[config.mk]
export PLATFORM = sky130hd
export DESIGN_NAME = lh3_hsmooth
export DESIGN_NICKNAME = d
export VERILOG_FILES = /design/src/rtl/lh3_pkg.sv /design/src/rtl/lh3_tap3_kernel.sv /design/src/rtl/lh3_hsmooth.sv
export SDC_FILE = /design/constraint.sdc
export NUM_CORES = 1
export LEC_CHECK = 0
export CORE_MARGIN = 2
export CORE_UTILIZATION = 40
export CTS_BUF_LIST = sky130_fd_sc_hd__clkbuf_4
export DETAILED_ROUTE_END_ITERATION = 8
export PLACE_DENSITY_LB_ADDON = 0.05
export SLEW_MARGIN = 0
export SYNTH_ARGS = -nofsm -noshare
export SYNTH_HDL_FRONTEND = slang
export SYNTH_SLANG_ARGS = --single-unit
[constraint.sdc]
create_clock -name CLK -period 4.8 [get_ports CLK]
set_input_delay 0.96 -clock CLK [delete_from_list [all_inputs] [get_ports CLK]]
set_output_delay 0.96 -clock CLK [all_outputs]
set_load 0.01 [all_outputs]
[src/rtl/lh3_pkg.sv]
// Shared types and constants for the 3-tap horizontal smoothing filter.
package lh3_pkg;

  typedef enum logic [1:0] {
    FIRST = 2'd0,
    RUN   = 2'd1,
    FLUSH = 2'd2
  } state_t;

  localparam int          DATA_W_DEF = 16;
  localparam int          KERN_RND   = 2;
  localparam int          KERN_SHIFT = 2;
  localparam logic [15:0] OUT_COUNT  = 16'h1;

endpackage

[src/rtl/lh3_tap3_kernel.sv]
// Combinational [1 2 1]/4 kernel with round-half-up.
module lh3_tap3_kernel
  import lh3_pkg::*;
#(
  parameter int DATA_W = DATA_W_DEF
) (
  input  logic [DATA_W-1:0] a_i,
  input  logic [DATA_W-1:0] b_i,
  input  logic [DATA_W-1:0] c_i,
  output logic [DATA_W-1:0] y_o
);

  localparam int SUM_W = DATA_W + 2;

  // Worst case 4*max+2 still fits in SUM_W, so no saturation is needed.
  logic [SUM_W-1:0] sum;

  assign sum = {2'b00, a_i} + {1'b0, b_i, 1'b0} + {2'b00, c_i} + SUM_W'(KERN_RND);
  assign y_o = sum[DATA_W+KERN_SHIFT-1:KERN_SHIFT];

endmodule

[src/rtl/lh3_hsmooth.sv]
// Streaming horizontal smoother: per-row [1 2 1]/4 with edge replication,
// zero-latency token handshake and one flush cycle at the end of each row.
module lh3_hsmooth
  import lh3_pkg::*;
#(
  parameter int IMG_WIDTH = 512,
  parameter int DATA_W    = DATA_W_DEF
) (
  input  logic              CLK,
  input  logic              RESET,
  input  logic [DATA_W-1:0] In1_DATA,
  input  logic              In1_SEND,
  input  logic [15:0]       In1_COUNT,
  output logic              In1_ACK,
  output logic [DATA_W-1:0] Out1_DATA,
  output logic              Out1_SEND,
  input  logic              Out1_RDY,
  input  logic              Out1_ACK,
  output logic [15:0]       Out1_COUNT
);

  localparam int               COL_W    = (IMG_WIDTH > 1) ? $clog2(IMG_WIDTH) : 1;
  localparam logic [COL_W-1:0] COL_LAST = COL_W'(IMG_WIDTH - 1);

  state_t            state_q, state_d;
  logic [DATA_W-1:0] prev_q, prev_d;
  logic [DATA_W-1:0] cur_q, cur_d;
  logic [COL_W-1:0]  col_q, col_d;
  logic              ack_c, send_c;
  logic [DATA_W-1:0] tap_c;
  logic              unused_inputs;

  assign unused_inputs = ^{In1_COUNT, Out1_ACK};

  // Right-edge replication: in FLUSH the missing x[W] is taken as x[W-1].
  assign tap_c = (state_q == FLUSH) ? cur_q : In1_DATA;

  lh3_tap3_kernel #(
    .DATA_W(DATA_W)
  ) u_kernel (
    .a_i(prev_q),
    .b_i(cur_q),
    .c_i(tap_c),
    .y_o(Out1_DATA)
  );

  always_ff @(posedge CLK or posedge RESET) begin
    if (RESET) begin
      state_q <= FIRST;
      prev_q  <= '0;
      cur_q   <= '0;
      col_q   <= '0;
    end else begin
      state_q <= state_d;
      prev_q  <= prev_d;
      cur_q   <= cur_d;
      col_q   <= col_d;
    end
  end

  always_comb begin
    state_d = state_q;
    prev_d  = prev_q;
    cur_d   = cur_q;
    col_d   = col_q;
    ack_c   = 1'b0;
    send_c  = 1'b0;
    case (state_q)
      FIRST: begin
        // Left-edge replication: x[-1] is seeded with x[0].
        if (In1_SEND) begin
          ack_c   = 1'b1;
          prev_d  = In1_DATA;
          cur_d   = In1_DATA;
          col_d   = COL_W'(1);
          state_d = RUN;
        end
      end
      RUN: begin
        if (In1_SEND && Out1_RDY) begin
          ack_c  = 1'b1;
          send_c = 1'b1;
          prev_d = cur_q;
          cur_d  = In1_DATA;
          if (col_q == COL_LAST) begin
            col_d   = '0;
            state_d = FLUSH;
          end else begin
            col_d = col_q + COL_W'(1);
          end
        end
      end
      FLUSH: begin
        if (Out1_RDY) begin
          send_c  = 1'b1;
          state_d = FIRST;
        end
      end
      default: state_d = FIRST;
    endcase
  end

  // Handshake outputs are combinational; hold them low while reset is applied.
  assign In1_ACK    = ack_c & ~RESET;
  assign Out1_SEND  = send_c & ~RESET;
  assign Out1_COUNT = OUT_COUNT;

endmodule

# ---- Word level (Yosys, flattened, before mapping)
# Index checks and enable logic that the tools add are counted.
dict set report totals {
  ff_bits 43
  output_inout_bits 34
}
dict set report classes {
  n_eq_ne 7
  n_bitwise 3
  n_mux 20
  add_sub_neg 4
  reduce_logical 5
}
# operator count
set op_table {}
lappend op_table {{16-bit 2-to-1 mux} 4}
lappend op_table {{16-bit case mux with 2 select lines} 2}
lappend op_table {{9-bit 2-to-1 mux} 3}
lappend op_table {{16-bit by 17-bit adder with 18-bit output} 1}
lappend op_table {{18-bit by 16-bit adder with 18-bit output} 1}
lappend op_table {{18-bit by 2-bit adder with 18-bit output (second input constant)} 1}
lappend op_table {{9-bit case mux with 2 select lines} 1}
lappend op_table {{9-bit by 1-bit adder with 9-bit output (second input constant)} 1}
lappend op_table {{9-bit == test (second input constant)} 1}
lappend op_table {{2-bit 2-to-1 mux} 4}
lappend op_table {{2-bit inequality test (second input constant)} 4}
lappend op_table {{2-bit case mux with 3 select lines} 1}
lappend op_table {{1-bit case mux with 2 select lines} 2}
lappend op_table {{4-bit AND reduction} 1}
lappend op_table {{1-bit 2-to-1 mux} 3}
lappend op_table {{3-bit AND reduction} 1}
lappend op_table {{1-bit AND} 2}
lappend op_table {{2-bit by 1-bit == test with 1-bit output (second input constant)} 1}
lappend op_table {{2-bit == test (second input constant)} 1}
lappend op_table {{2-bit zero test} 1}
lappend op_table {{2-bit nonzero test} 1}
lappend op_table {{1-bit logical AND} 1}
lappend op_table {{1-bit inverter} 1}

# ---- Logic depth before layout (Yosys ltp)
dict set report depth {
  ltp_word 4
  ltp_mapped 12
}

# ---- Hierarchy
# From an unflattened synthesis, not the netlist that was laid out.
dict set report unflattened {
  cells_unflattened 322
  hier_area_um2 3337.0
}
# mod cells_per_inst n_inst area_each_um2 seq_area_each_um2
set by_module_without_submodules {}
lappend by_module_without_submodules {lh3_hsmooth 217 1 2369.8 1076.0}
lappend by_module_without_submodules {lh3_tap3_kernel 105 1 967.2 0.0}

# ---- Least setup slack after synthesis
# Ideal clock, no wire load.
dict set report synth_timing {
  path_type {flip-flop to output port}
  startpoint {register state_q[0]}
  endpoint {output Out1_DATA[14]}
  required_time_ns 3.840
  stages_incl_launch_ff 13
  slack_ns 0.444
  n_path_buf 2
  arrival_ns 3.396
  path_cell_list {dfrtp_1 inv_1 ha_1 buf_6 clkbuf_1 mux2_2 fa_1 ha_1 nand3_1 o2111ai_4 a31oi_4 o311a_1 a211oi_2}
}
dict set report synth_between {
  elab_chain_cells 4
}
# item line
set synth_lines {}
lappend synth_lines {{start, declared} lh3_hsmooth.sv:25} ;# state_t state_q, state_d;
lappend synth_lines {{start signal, assigned} lh3_hsmooth.sv:54} ;# state_q <= state_d;
lappend synth_lines {{2-bit == test} lh3_hsmooth.sv:36} ;# assign tap_c = (state_q == FLUSH) ? cur_q : In1_DATA;
lappend synth_lines {{16-bit 2-to-1 mux} lh3_hsmooth.sv:36}
lappend synth_lines {{18-bit by 16-bit adder with 18-bit output} lh3_tap3_kernel.sv:18} ;# assign sum = {2'b00, a_i} + {1'b0, b_i, 1'b0} + {2'b00, c_i} + SUM_W'(KERN_RND);
lappend synth_lines {{18-bit by 2-bit adder with 18-bit output} lh3_tap3_kernel.sv:18}
lappend synth_lines {{end, declared} lh3_hsmooth.sv:15} ;# output logic [DATA_W-1:0] Out1_DATA,
# Every way passes these cells.

# ---- Worst setup path after layout
dict set report layout_timing {
  startpoint {input In1_DATA[2]}
  endpoint {output Out1_DATA[5]}
}
dict set report layout_between {
  elab_chain_cells 3
}
# item line
set layout_lines {}
lappend layout_lines {{start, declared} lh3_hsmooth.sv:11} ;# input logic [DATA_W-1:0] In1_DATA,
lappend layout_lines {{16-bit 2-to-1 mux} lh3_hsmooth.sv:36}
lappend layout_lines {{18-bit by 16-bit adder with 18-bit output} lh3_tap3_kernel.sv:18}
lappend layout_lines {{18-bit by 2-bit adder with 18-bit output} lh3_tap3_kernel.sv:18}
# Every way passes these cells.

==> flow_metrics.tcl <==
set metrics [dict create \
    status "complete, no violations" \
    cts-root-buf "clkbuf_4" \
    drive_gt1_share_pct 21.8 \
    maxCapViolations 0 \
    drc_errors 0 \
    tightest_slew_ps 836 \
    setup_viol 0 \
    ant_nets 0 \
    synth_area_leader_cell "dfrtp_1" \
    timing_hold_violations_final 0 \
    firstDrtPassIters 5 \
    synth_top_area_share_pct 31.7 \
    die_h_um 96.1 \
    rsz0062_at_grt "yes" \
    period_share_pct 98.2 \
    grtUsageTotal_pct 18.2 \
    grt_pass1_wl_mm 13.1 \
    dp_hpwl_mm 5.68 \
    htreeDepth 2 \
    synth_ff_type "dfrtp_1" \
    cp_max_fo 3 \
    num_antenna_cells 0 \
    crit_arrival_ps 3750 \
    synth-async-reset-ratio_pct 100 \
    synth.area.top_cells "dfrtp_1 32%, nand2_1 8.7%, ha_1 8.5%" \
    area_growth_pct 28.2 \
    wl_met2_mm 3.62 \
    highest-signal-layer "met4" \
    rrSetupSlack_ps 2230 \
    ys_seq_area_share_pct 31.7 \
    chipWidth_um 96.1 \
    io_pins 71 \
    drt_iter0_markers 95 \
    ys_types 49 \
    synth_edf_count 0 \
    grt_pass1_vias 2720 \
    yosysWarningCount 0 \
    utilization_pct 52.9 \
    antenna_found_initial 0 \
    cts_tree "built" \
    num_vias 2697 \
    grt_max_degree 44 \
    min-delay-start "prev_q[0]" \
    worstSetupEndpoint "Out1_DATA[5]" \
    drv_slew 0 \
    hold_class "flop to flop" \
    dieArea_um2 9240 \
    slew_headroom_pct 44.3 \
    worst_ep_required_time_ps 3840 \
    postRouteWirelength_mm 7.68 \
    fp.coreArea_um2 8220 \
    start_util_pct 41.3 \
    synthCells 371 \
    clk_latency_ps 360 \
    timing.rr.end "col_q[4]" \
    cts.clk_slew.worst_paths_ps 120 \
    grt.overflow.total 0 \
    routedWlPerCell_um 14.0 \
    crit_path_start_kind "input pin" \
    yosys_register_bits 43 \
    dr_wl_met3_um 221 \
    cts_buffers 5 \
    finalClockSkew_ps 14.8 \
    port-buffer-count 37 \
    max_freq_mhz 212 \
    fin_crit_ps 4710 \
    clk_path_buf_depth 2 \
    avgSynthCellArea_um2 9.15 \
    worstRegToRegCells 7 \
    synth_common_cells "79 x nand2_1, 43 x dfrtp_1, 25 x o21ai_0, 23 x ha_1, 22 x a21oi_1" \
    viasPerCell 4.90 \
    nets 519 \
    end_kind "output port" \
    place_congestion 0.809 \
    critPathKind "input pin to output port" \
    synth.most_common_cell "nand2_1" \
    wl_met1_mm 3.78 \
    worstSetupStartpoint "In1_DATA[2]" \
    cts.sinks 43 \
    r2r_start "state_q[1]" \
    syn-cell-area_um2 3390 \
    rows 33 \
]
==> cell type report <==
class                   instances  area, um2
fillers                       771       3870
multi-input cells             300       2320
flip-flops and latches         43       1080
repair buffers                 82        696
well taps                     105        131
inverters                      13       48.8
clock buffers                   6       45.0
clock inverters                 1       30.0
==> how the worst min path moves through the flow <==
stage / to / slack (ps) / cells after the start
after floorplan: prev_q[0] / 440 / 2
after global placement: prev_q[0] / 470 / 2
after detailed placement: prev_q[1] / 480 / 2
after CTS: prev_q[1] / 510 / 2
after global routing: prev_q[3] / 540 / 2
final: prev_q[0] / 510 / 2
==> cell families after synthesis <==
| family | Yosys count | synth area share (%) |
|---|---|---|
| AO/OA/AOI/OAI | 68 | 12.9 |
| XOR/XNOR | 18 | 4.64 |
| adder cells (fa/ha/maj) | 37 | 16.7 |
| buffers and inverters | 42 | 6.71 |
| flip-flops | 43 | 31.7 |
| multiplexers | 34 | 11.0 |
| other | 2 | 0.221 |
| AND/OR/NAND/NOR | 127 | 16.1 |
==> sequential cells by signal (all words and copies together), names as in the netlist <==
register  cells
col_q         9
state_q       2
prev_q       16
cur_q        16
==> layer usage <==
metal | global-route usage (%) | vias to the layer above
met5 | 0 | -
met4 | 3.57 | 0
met3 | 2.43 | 5
met2 | 29.5 | 45
met1 | 26.2 | 1258
li1 | - | 1389
==> critical path: stages <==
cell and delay (ps):
clkdlybuf4s50_1 420, mux2_2 280, fa_1 540, ha_4 240
nand3_2 140, o211ai_1 130, or4_4 450, a31oi_2 180
xnor2_1 140, dlygate4sd2_1 280
==> repair_timing <==
item	in CTS	in global routing
hold buffers	0	0
buffers inserted	0	1
pin swaps	2	8
setup endpoints to repair	13	9
endpoints found under the hold margin	0	0
resized for setup	30	20
==> metrics by stage <==
step	cell area [um2]	hold slack (ps)	setup TNS, ps	std cells	setup WS (ps)
3_3_place_gp	4110	472	-2690	542	-349
3_5_place_dp	4110	484	-3030	542	-379
4_1_cts	4270	513	-23.3	549	-23.3
6_report	4350	509	0	550	87.1
5_1_grt	4350	542	-39.4	550	-39.4
2_1_floorplan	3450	442	0	385	444
==> cell usage in the layout, fill, tap and decap left out, types with 5 or more instances in the layout <==
cell type,instances
o21ai_0,23
clkbuf_4,6
fa_1,14
nand2_1,77
clkdlybuf4s50_1,23
buf_4,44
nor2_1,15
ha_1,14
nand3_1,5
a21oi_1,19
ha_4,8
xor2_1,8
and3_1,6
mux2i_1,17
dlygate4sd2_1,8
conb_1,16
mux2_2,15
dfrtp_1,43
xnor2_1,10
nor3_1,7
inv_1,13
Power is not shown: default switching activity piles up to over one toggle a cycle in this logic, so the estimate is an artifact.
